## src/rtl/hazard_controller.sv

```systemverilog
// hazard_controller: per-stage stall/flush generation for an N-stage pipeline.
// Combines trap detection with a drain state machine, multi-cycle load-use
// bubble insertion and a watchdog on the external stall request.
// Stage 0 is the fetch/decode register; stage STAGES-1 is memory/writeback.
module hazard_controller #(
    parameter int STAGES           = 4,
    parameter int SRC_REGS         = 2,
    parameter int REG_W            = 5,
    parameter int LOAD_USE_BUBBLES = 1,
    parameter int TRAP_DRAIN       = 2,
    parameter int STALL_TIMEOUT    = 255
) (
    input  logic                        clock,
    input  logic                        reset,
    input  logic [STAGES-1:0]           stage_valid,
    input  logic [STAGES-1:0]           stage_illegal,
    input  logic                        branch_valid,
    input  logic                        stall_request,
    input  logic [SRC_REGS*REG_W-1:0]   src_reg,
    input  logic [REG_W-1:0]            load_dest_reg,
    input  logic                        load_is_mem,
    output logic [STAGES-1:0]           stall,
    output logic [STAGES-1:0]           flush,
    output logic                        trap_redirect,
    output logic [$clog2(STAGES)-1:0]   trap_stage,
    output logic                        trap_timeout,
    output logic                        trap_busy
);

    localparam int STAGE_W = $clog2(STAGES);
    localparam int BUB_W   = $clog2(LOAD_USE_BUBBLES + 1);
    localparam int DRAIN_W = $clog2(TRAP_DRAIN + 1);
    localparam int WD_W    = $clog2(STALL_TIMEOUT + 1);

    localparam logic [BUB_W-1:0]   BUB_LOAD   = BUB_W'(LOAD_USE_BUBBLES - 1);
    localparam logic [DRAIN_W-1:0] DRAIN_LOAD = DRAIN_W'(TRAP_DRAIN - 1);
    localparam logic [WD_W-1:0]    WD_MAX     = WD_W'(STALL_TIMEOUT);
    localparam logic [STAGE_W-1:0] LAST_STAGE = STAGE_W'(STAGES - 1);

    typedef enum logic {
        IDLE,
        DRAIN
    } state_t;

    state_t               state;
    logic [DRAIN_W-1:0]   drain_cnt;
    logic [BUB_W-1:0]     bubble_cnt;
    logic [WD_W-1:0]      wd_cnt;

    logic [STAGES-1:0]    illegal_vec;
    logic                 illegal_any;
    logic [STAGE_W-1:0]   illegal_k;
    logic                 wd_expired;
    logic                 trap_take;
    logic [STAGE_W-1:0]   trap_k;
    logic                 src_match;
    logic                 load_use_hit;
    logic                 bubble_active;

    assign illegal_vec   = stage_valid & stage_illegal;
    assign illegal_any   = |illegal_vec;
    assign wd_expired    = stall_request && (wd_cnt == WD_MAX);
    assign trap_take     = (state == IDLE) && (illegal_any || wd_expired);
    assign trap_k        = wd_expired ? LAST_STAGE : illegal_k;
    assign load_use_hit  = stage_valid[1] & stage_valid[2] & load_is_mem & src_match;
    assign bubble_active = load_use_hit || (bubble_cnt != '0);
    assign trap_busy     = (state == DRAIN);

    // Find the oldest (highest-index) valid stage carrying an illegal flag.
    always_comb begin
        illegal_k = '0;
        for (int s = 0; s < STAGES; s++) begin
            if (illegal_vec[s]) begin
                illegal_k = STAGE_W'(s);
            end
        end
    end

    // Compare every nonzero stage-1 source operand against the load destination.
    always_comb begin
        src_match = 1'b0;
        for (int i = 0; i < SRC_REGS; i++) begin
            if ((src_reg[i*REG_W +: REG_W] != '0) &&
                (src_reg[i*REG_W +: REG_W] == load_dest_reg)) begin
                src_match = 1'b1;
            end
        end
    end

    // Prioritised stall/flush: trap or drain, then branch, then stall and bubbles.
    always_comb begin
        stall         = '0;
        flush         = '0;
        trap_redirect = 1'b0;
        if (!reset) begin
            stall         = '0;
        end else if (state == DRAIN) begin
            flush         = '1;
        end else if (trap_take) begin
            trap_redirect = 1'b1;
            for (int s = 0; s < STAGES; s++) begin
                flush[s] = (s <= int'(trap_k) + 1);
            end
        end else if (branch_valid) begin
            flush[1:0]    = 2'b11;
        end else if (stall_request) begin
            // A pending bubble is frozen rather than inserted while memory is busy.
            stall         = '1;
        end else if (bubble_active) begin
            stall[1:0]    = 2'b11;
            flush[2]      = 1'b1;
        end
    end

    // Trap state machine together with the drain, bubble and watchdog counters.
    always_ff @(posedge clock or negedge reset) begin
        if (!reset) begin
            state        <= IDLE;
            drain_cnt    <= '0;
            bubble_cnt   <= '0;
            wd_cnt       <= '0;
            trap_stage   <= '0;
            trap_timeout <= 1'b0;
        end else begin
            case (state)
                IDLE: begin
                    if (trap_take) begin
                        state        <= DRAIN;
                        drain_cnt    <= DRAIN_LOAD;
                        trap_stage   <= trap_k;
                        trap_timeout <= wd_expired && !illegal_any;
                        bubble_cnt   <= '0;
                        wd_cnt       <= '0;
                    end else begin
                        if (stall_request) begin
                            if (wd_cnt != WD_MAX) begin
                                wd_cnt <= wd_cnt + WD_W'(1);
                            end
                        end else begin
                            wd_cnt <= '0;
                        end
                        if (branch_valid) begin
                            bubble_cnt <= '0;
                        end else if (stall_request) begin
                            bubble_cnt <= bubble_cnt;
                        end else if (bubble_cnt != '0) begin
                            bubble_cnt <= bubble_cnt - BUB_W'(1);
                        end else if (load_use_hit) begin
                            bubble_cnt <= BUB_LOAD;
                        end
                    end
                end
                DRAIN: begin
                    bubble_cnt <= '0;
                    wd_cnt     <= '0;
                    if (drain_cnt == '0) begin
                        state <= IDLE;
                    end else begin
                        drain_cnt <= drain_cnt - DRAIN_W'(1);
                    end
                end
                default: begin
                    state <= IDLE;
                end
            endcase
        end
    end

endmodule

```

## config.mk

```make
export PLATFORM = sky130hd
export DESIGN_NAME = hazard_controller
export DESIGN_NICKNAME = d
export VERILOG_FILES = /design/src/rtl/hazard_controller.sv
export SDC_FILE = /design/constraint.sdc
export NUM_CORES = 1
export LEC_CHECK = 0
export BUFFER_PORTS_ARGS = -buffer_cell sky130_fd_sc_hd__buf_2
export CAP_MARGIN = 15
export CORE_ASPECT_RATIO = 1.2
export CORE_MARGIN = 1.5
export CORE_UTILIZATION = 25
export CTS_CLUSTER_DIAMETER = 80
export DETAILED_ROUTE_END_ITERATION = 10
export PLACE_DENSITY = 0.51
export SETUP_SLACK_MARGIN = 0.1
export SLEW_MARGIN = 10
export SYNTH_ARGS = -nofsm -noshare
export SYNTH_HDL_FRONTEND = slang
export SYNTH_SLANG_ARGS = --single-unit
```

## constraint.sdc

```tcl
create_clock -name clock -period 2.2 [get_ports clock]
set_clock_uncertainty 0.2 [all_clocks]
set_input_delay 0.33 -clock clock [delete_from_list [all_inputs] [get_ports clock]]
set_output_delay 0.33 -clock clock [all_outputs]
set_load 0.02 [all_outputs]
```

After elaboration in Yosys (flattened, before gate mapping)
Index checks and enable logic that the tools add are counted.
{"block": "totals", "register_bits": 15, "inputBits": 28, "out_inout_bits": 13, "wordCells": 79}
{"block": "op_classes", "n_addsub": 4, "n_lt_le_gt_ge": 4, "eq_ne": 8, "n_mux": 38, "n_bitwise": 5, "reduce_logical": 14}
{"operator": "$le A1 B32 Y1 const A", "count": 1}
{"operator": "$le A2 B32 Y1 const A", "count": 1}
{"operator": "$le A3 B32 Y1 const A", "count": 1}
{"operator": "$mux W4", "count": 6}
{"operator": "$mux W8", "count": 3}
{"operator": "$mux W2", "count": 9}
{"operator": "$pmux W8 S2", "count": 1}
{"operator": "$mux W1", "count": 15}
{"operator": "$eq A5 B5 Y1", "count": 2}
{"operator": "$reduce_bool A5 Y1", "count": 2}
{"operator": "$add A8 B1 Y8 const B", "count": 1}
{"operator": "$eq A8 B8 Y1 const B", "count": 1}
{"operator": "$ne A8 B8 Y1 const B", "count": 1}
{"operator": "$logic_and A1 B1 Y1", "count": 5}
{"operator": "$and A4 B4 Y4", "count": 1}
{"operator": "$ne A2 B2 Y1 const B", "count": 2}
{"operator": "$ne A4 B3 Y1 const B", "count": 1}
{"operator": "$ne A4 B4 Y1 const B", "count": 1}
{"operator": "$pmux W1 S2", "count": 2}
{"operator": "$pmux W2 S2", "count": 1}
{"operator": "$reduce_and A2 Y1", "count": 2}
{"operator": "$reduce_or A4 Y1", "count": 1}
{"operator": "$add A2 B1 Y3 const B", "count": 1}
{"operator": "$and A1 B1 Y1", "count": 3}
{"operator": "other kinds (8)", "count": 9}

Depth between registers and ports, before layout
{"block": "logic_depth", "word_depth": 12, "ltp_mapped": 6}

Least setup slack after synthesis
Ideal clock, no wire load.
{"block": "synth_path", "path_type": "register to output", "start": "register wd_cnt[0]", "end": "output port stall[1]", "arrival_ns": 1.896, "path_slack_ns": -0.226, "stages_incl_launch_ff": 7, "path_buffers": 1, "cell_sequence": "dfrtp_1 -> ha_1 -> inv_1 -> o31a_2 -> nand3b_1 -> o31ai_1 -> buf_4"}
{"block": "synth_between", "elab_chain_len": 7}
{"item": "start: declaration", "line_no": "48", "source": "logic [WD_W-1:0] wd_cnt;"}
{"item": "start signal: assignment", "line_no": "137", "source": "wd_cnt <= wd_cnt + WD_W'(1);"}
{"item": "$eq A8 B8 Y1", "line_no": "62", "source": "assign wd_expired = stall_request && (wd_cnt == WD_MAX);"}
{"item": "$logic_and A1 B1 Y1", "line_no": "62"}
{"item": "$logic_or A1 B1 Y1", "line_no": "63", "source": "assign trap_take = (state == IDLE) && (illegal_any || wd_expired);"}
{"item": "$logic_and A1 B1 Y1", "line_no": "63"}
{"item": "$mux W4", "line_no": "99", "source": "end else if (trap_take) begin"}
{"item": "$mux W4", "line_no": "97", "source": "end else if (state == DRAIN) begin"}
{"item": "$mux W4", "line_no": "95", "source": "if (!reset) begin"}
{"item": "end: declaration", "line_no": "22", "source": "output logic [STAGES-1:0] stall,"}
Every way passes these cells.

Worst setup path after layout
{"block": "layout_path", "start": "register wd_cnt[0]", "end": "output port flush[1]"}
{"block": "layout_between", "elab_chain_len": 8, "elab_cells_between_ends": 10}
{"item": "$eq A8 B8 Y1 (*)", "line_no": "62"}
{"item": "$logic_and A1 B1 Y1 (*)", "line_no": "62"}
{"item": "$mux W2", "line_no": "64", "source": "assign trap_k = wd_expired ? LAST_STAGE : illegal_k;"}
{"item": "$add A2 B1 Y3", "line_no": "102", "source": "flush[s] = (s <= int'(trap_k) + 1);"}
{"item": "$le A2 B32 Y1", "line_no": "102"}
{"item": "$mux W3 (*)", "line_no": "99"}
{"item": "$mux W4 (*)", "line_no": "97"}
{"item": "$mux W4 (*)", "line_no": "95"}
{"item": "end: declaration", "line_no": "23", "source": "output logic [STAGES-1:0] flush,"}
Every way passes the cells marked *; elsewhere a longest branch is shown, timed or not.

==> reports/results.tsv <==
metric	value	unit
Critical Path AT	1.66	ns
CP Launch Type	flop	
CTS buffer count	3	
reg2reg setup slack	0.46	ns
maximum fanout along the worst path	6	
Synth warnings	0	
Final Max Slew Viols	0	
CP Depth	6	
final worst-path cycle share	0.9971	
antenna viol nets, final	0	
CP Launch Point	wd_cnt[0]	
final wirelength	2566	um
final net count	191	
Top Ports	41	
Clock Sink Count	14	
Critical Path RT	1.67	ns
CP bufs+invs	2	
Synth Net Count	133	
final number of setup-violating endpoints	0	
reg2reg end	trap_stage[0]	
gr usage total	0.1289	
Die Height	70.78	um
Reg-to-Reg Start	wd_cnt[0]	
Max-Slew Margin vs Limit	0.7546	
placed wire-length estimate	1916	um
Site Rows	24	
crit path time final	2.194	ns
Worst Hold Class	input port to flop	
Synth Flop Type	dfrtp_1	
Placeable Area	3664	um^2
Routed WL per cell	12.10	um
total negative setup slack	0	ns
Post-Syn Area per Cell	9.293	um^2
clock transition at the registers of the reported paths	0.06	ns
Hold Fails Final Rpt	0	
Syn Inst Count	103	
Crit path max-delay family	compound AO/OA/AOI/OAI gates	
total congestion overflow	0	
worst setup margin	0.006413	ns
TritonCTS clock tree	yes	
Post-synth EDFFs	0	
Util after Layout	0.4081	
pin count of the biggest net entering global routing	18	
Tightest Pin Transition	0.3661	ns
dpl ws	0.007703	ns
CP max stage delay	0.36	ns
most common cell after layout, fill and taps aside	buf_2	
CP Capture Point	flush[1]	
static leakage	0.7069	nW
Syn Std Cell Area	957.2	um^2
Worst Reg2Reg Path Length in Cells	7	
Async SR Flop Fraction	1.000	
crit path kind	flop to output port	
Layout area overhead	56.21	%
clock root cell	clkbuf_8	
initial antenna violation count	0	
starting density of the core	0.2613	
# H-tree levels	1	
fmax	455.9	MHz
final instance area	1495	um^2
initial DRC count	46	
Seq/Total Area, Yosys	0.3660	
count of buffers from port buffering	40	
post-synthesis cell type count	39	
die extent in x	59.49	um
layout cells sized above 1	0.4875	
VDD IR max	391.1	uV
status	complete, no violations	
Die Area	4210	um^2
register bit count reported by yosys	14	
vias in the first global route	984	
Vias	956	
first-pass GRT wire length	4264	um
Critical-path top delay cell	o31a_4	
worst-skew pair later-pin latency	0.24	ns
DRC violations left	0	
commonest non-fill, non-tap cells in the layout	buf_2 (31), buf_4 (15), dfrtp_1 (14)	
Critical Path End Type	output port	
via/cell ratio	4.509	
antenna cells	0	
GP Congestion	0.7380	
Clock Path Buffers	2	
power per cell area	721.7	nW/um^2
unrepaired setup endpoints after global routing	true	
Initial DRT Pass Iterations	4	
Area after DPL	1262	um^2
CP Cell Sequence	ha_2 -> inv_2 -> o31a_4 -> a21oi_4 -> o31a_1 -> buf_6	
Max-Cap Viols	0	
[routing by layer]
| layer | global-route usage | wire length [um] | vias up |
|---|---|---|---|
| met5 | 0 | 0 | - |
| met4 | 0.03788 | 10 | 0 |
| met3 | 0.01645 | 137 | 2 |
| met2 | 0.2357 | 1272 | 35 |
| met1 | 0.1518 | 1145 | 437 |
| li1 | - | - | 482 |
[state kept, by name (all words and copies together) (netlist names)]
| signal | cells |
|---|---|
| wd_cnt | 8 |
| trap_busy | 1 |
| drain_cnt | 2 |
| trap_stage | 2 |
| trap_timeout | 1 |
[synth_stat cells, types with 2 or more instances]
cell | instances | area (um^2)
inv_1 | 7 | 26.28
nand4_1 | 2 | 12.51
o31a_1 | 2 | 17.52
ha_1 | 2 | 25.02
dfrtp_1 | 14 | 350.3
o21ai_0 | 4 | 20.02
nand2_1 | 6 | 22.52
buf_4 | 2 | 15.01
nand2b_1 | 2 | 12.51
a22oi_1 | 2 | 15.01
or2_2 | 3 | 18.77
nand3_1 | 5 | 25.02
nor2_1 | 10 | 37.54
xor2_1 | 13 | 113.9
nor4_1 | 4 | 25.02
nand4b_1 | 2 | 17.52
[worst min-delay path: cells and delay by family]
family                 cells  cell delay [ns]
AO/OA/AOI/OAI              3             0.25
buffers and inverters      1             0.10
[timing repair]
item,CTS,global route
hold buffers,1,0
pin swaps,6,6
setup endpoints to repair,9,9
setup buffers,8,1
resized for setup,18,11
endpoints found under the hold margin,14,0
[stage by stage]
step / power, mW / hold slack [ns] / std cells
final: 1.079 / 0.2801 / 212
after global routing: 1.162 / 0.3404 / 212
after CTS: 1.056 / 0.2836 / 211
after detailed placement: 0.7697 / 0.1243 / 198
after global placement: 0.7552 / 0.1215 / 198
after floorplan: 0.6064 / -0.1656 / 103
[power by group]
part / leakage, nW / internal, mW / switching [mW]
registers: 0.183 / 0.306 / 0.0238
clock network: 0.0288 / 0.158 / 0.0853
logic: 0.496 / 0.235 / 0.271
total: 0.707 / 0.699 / 0.380
[cell families (layout without fill, tap and decap cells)]
family	after synthesis	after routing	share of synthesized area
compound gates	20	20	0.1856
flops	14	14	0.3660
fa+ha+maj	2	2	0.02614
simple gates	43	43	0.2471
buf+inv	10	67	0.04706
xor+xnor	14	14	0.1281
[final cells by class]
cell class	count	area, um^2
multi-input combinational	79	619.3
tap	52	65.06
fill	397	2168
sequential	14	350.3
inverter	7	26.28
timing repair buffer	56	379.1
clock buffer	4	55.05
[worst min-delay path by stage]
stage	cells past startpoint	slack (ns)	from	endpoint
after global placement	2	0.12	reset	trap_stage[1]
final	4	0.28	stage_illegal[2]	trap_timeout
after CTS	4	0.28	stage_illegal[2]	trap_timeout
after detailed placement	2	0.12	reset	trap_stage[1]
after floorplan	0	-0.17	reset	drain_cnt[0]
after global routing	3	0.34	stage_illegal[3]	trap_stage[0]
(Power assumes the default switching activity.)
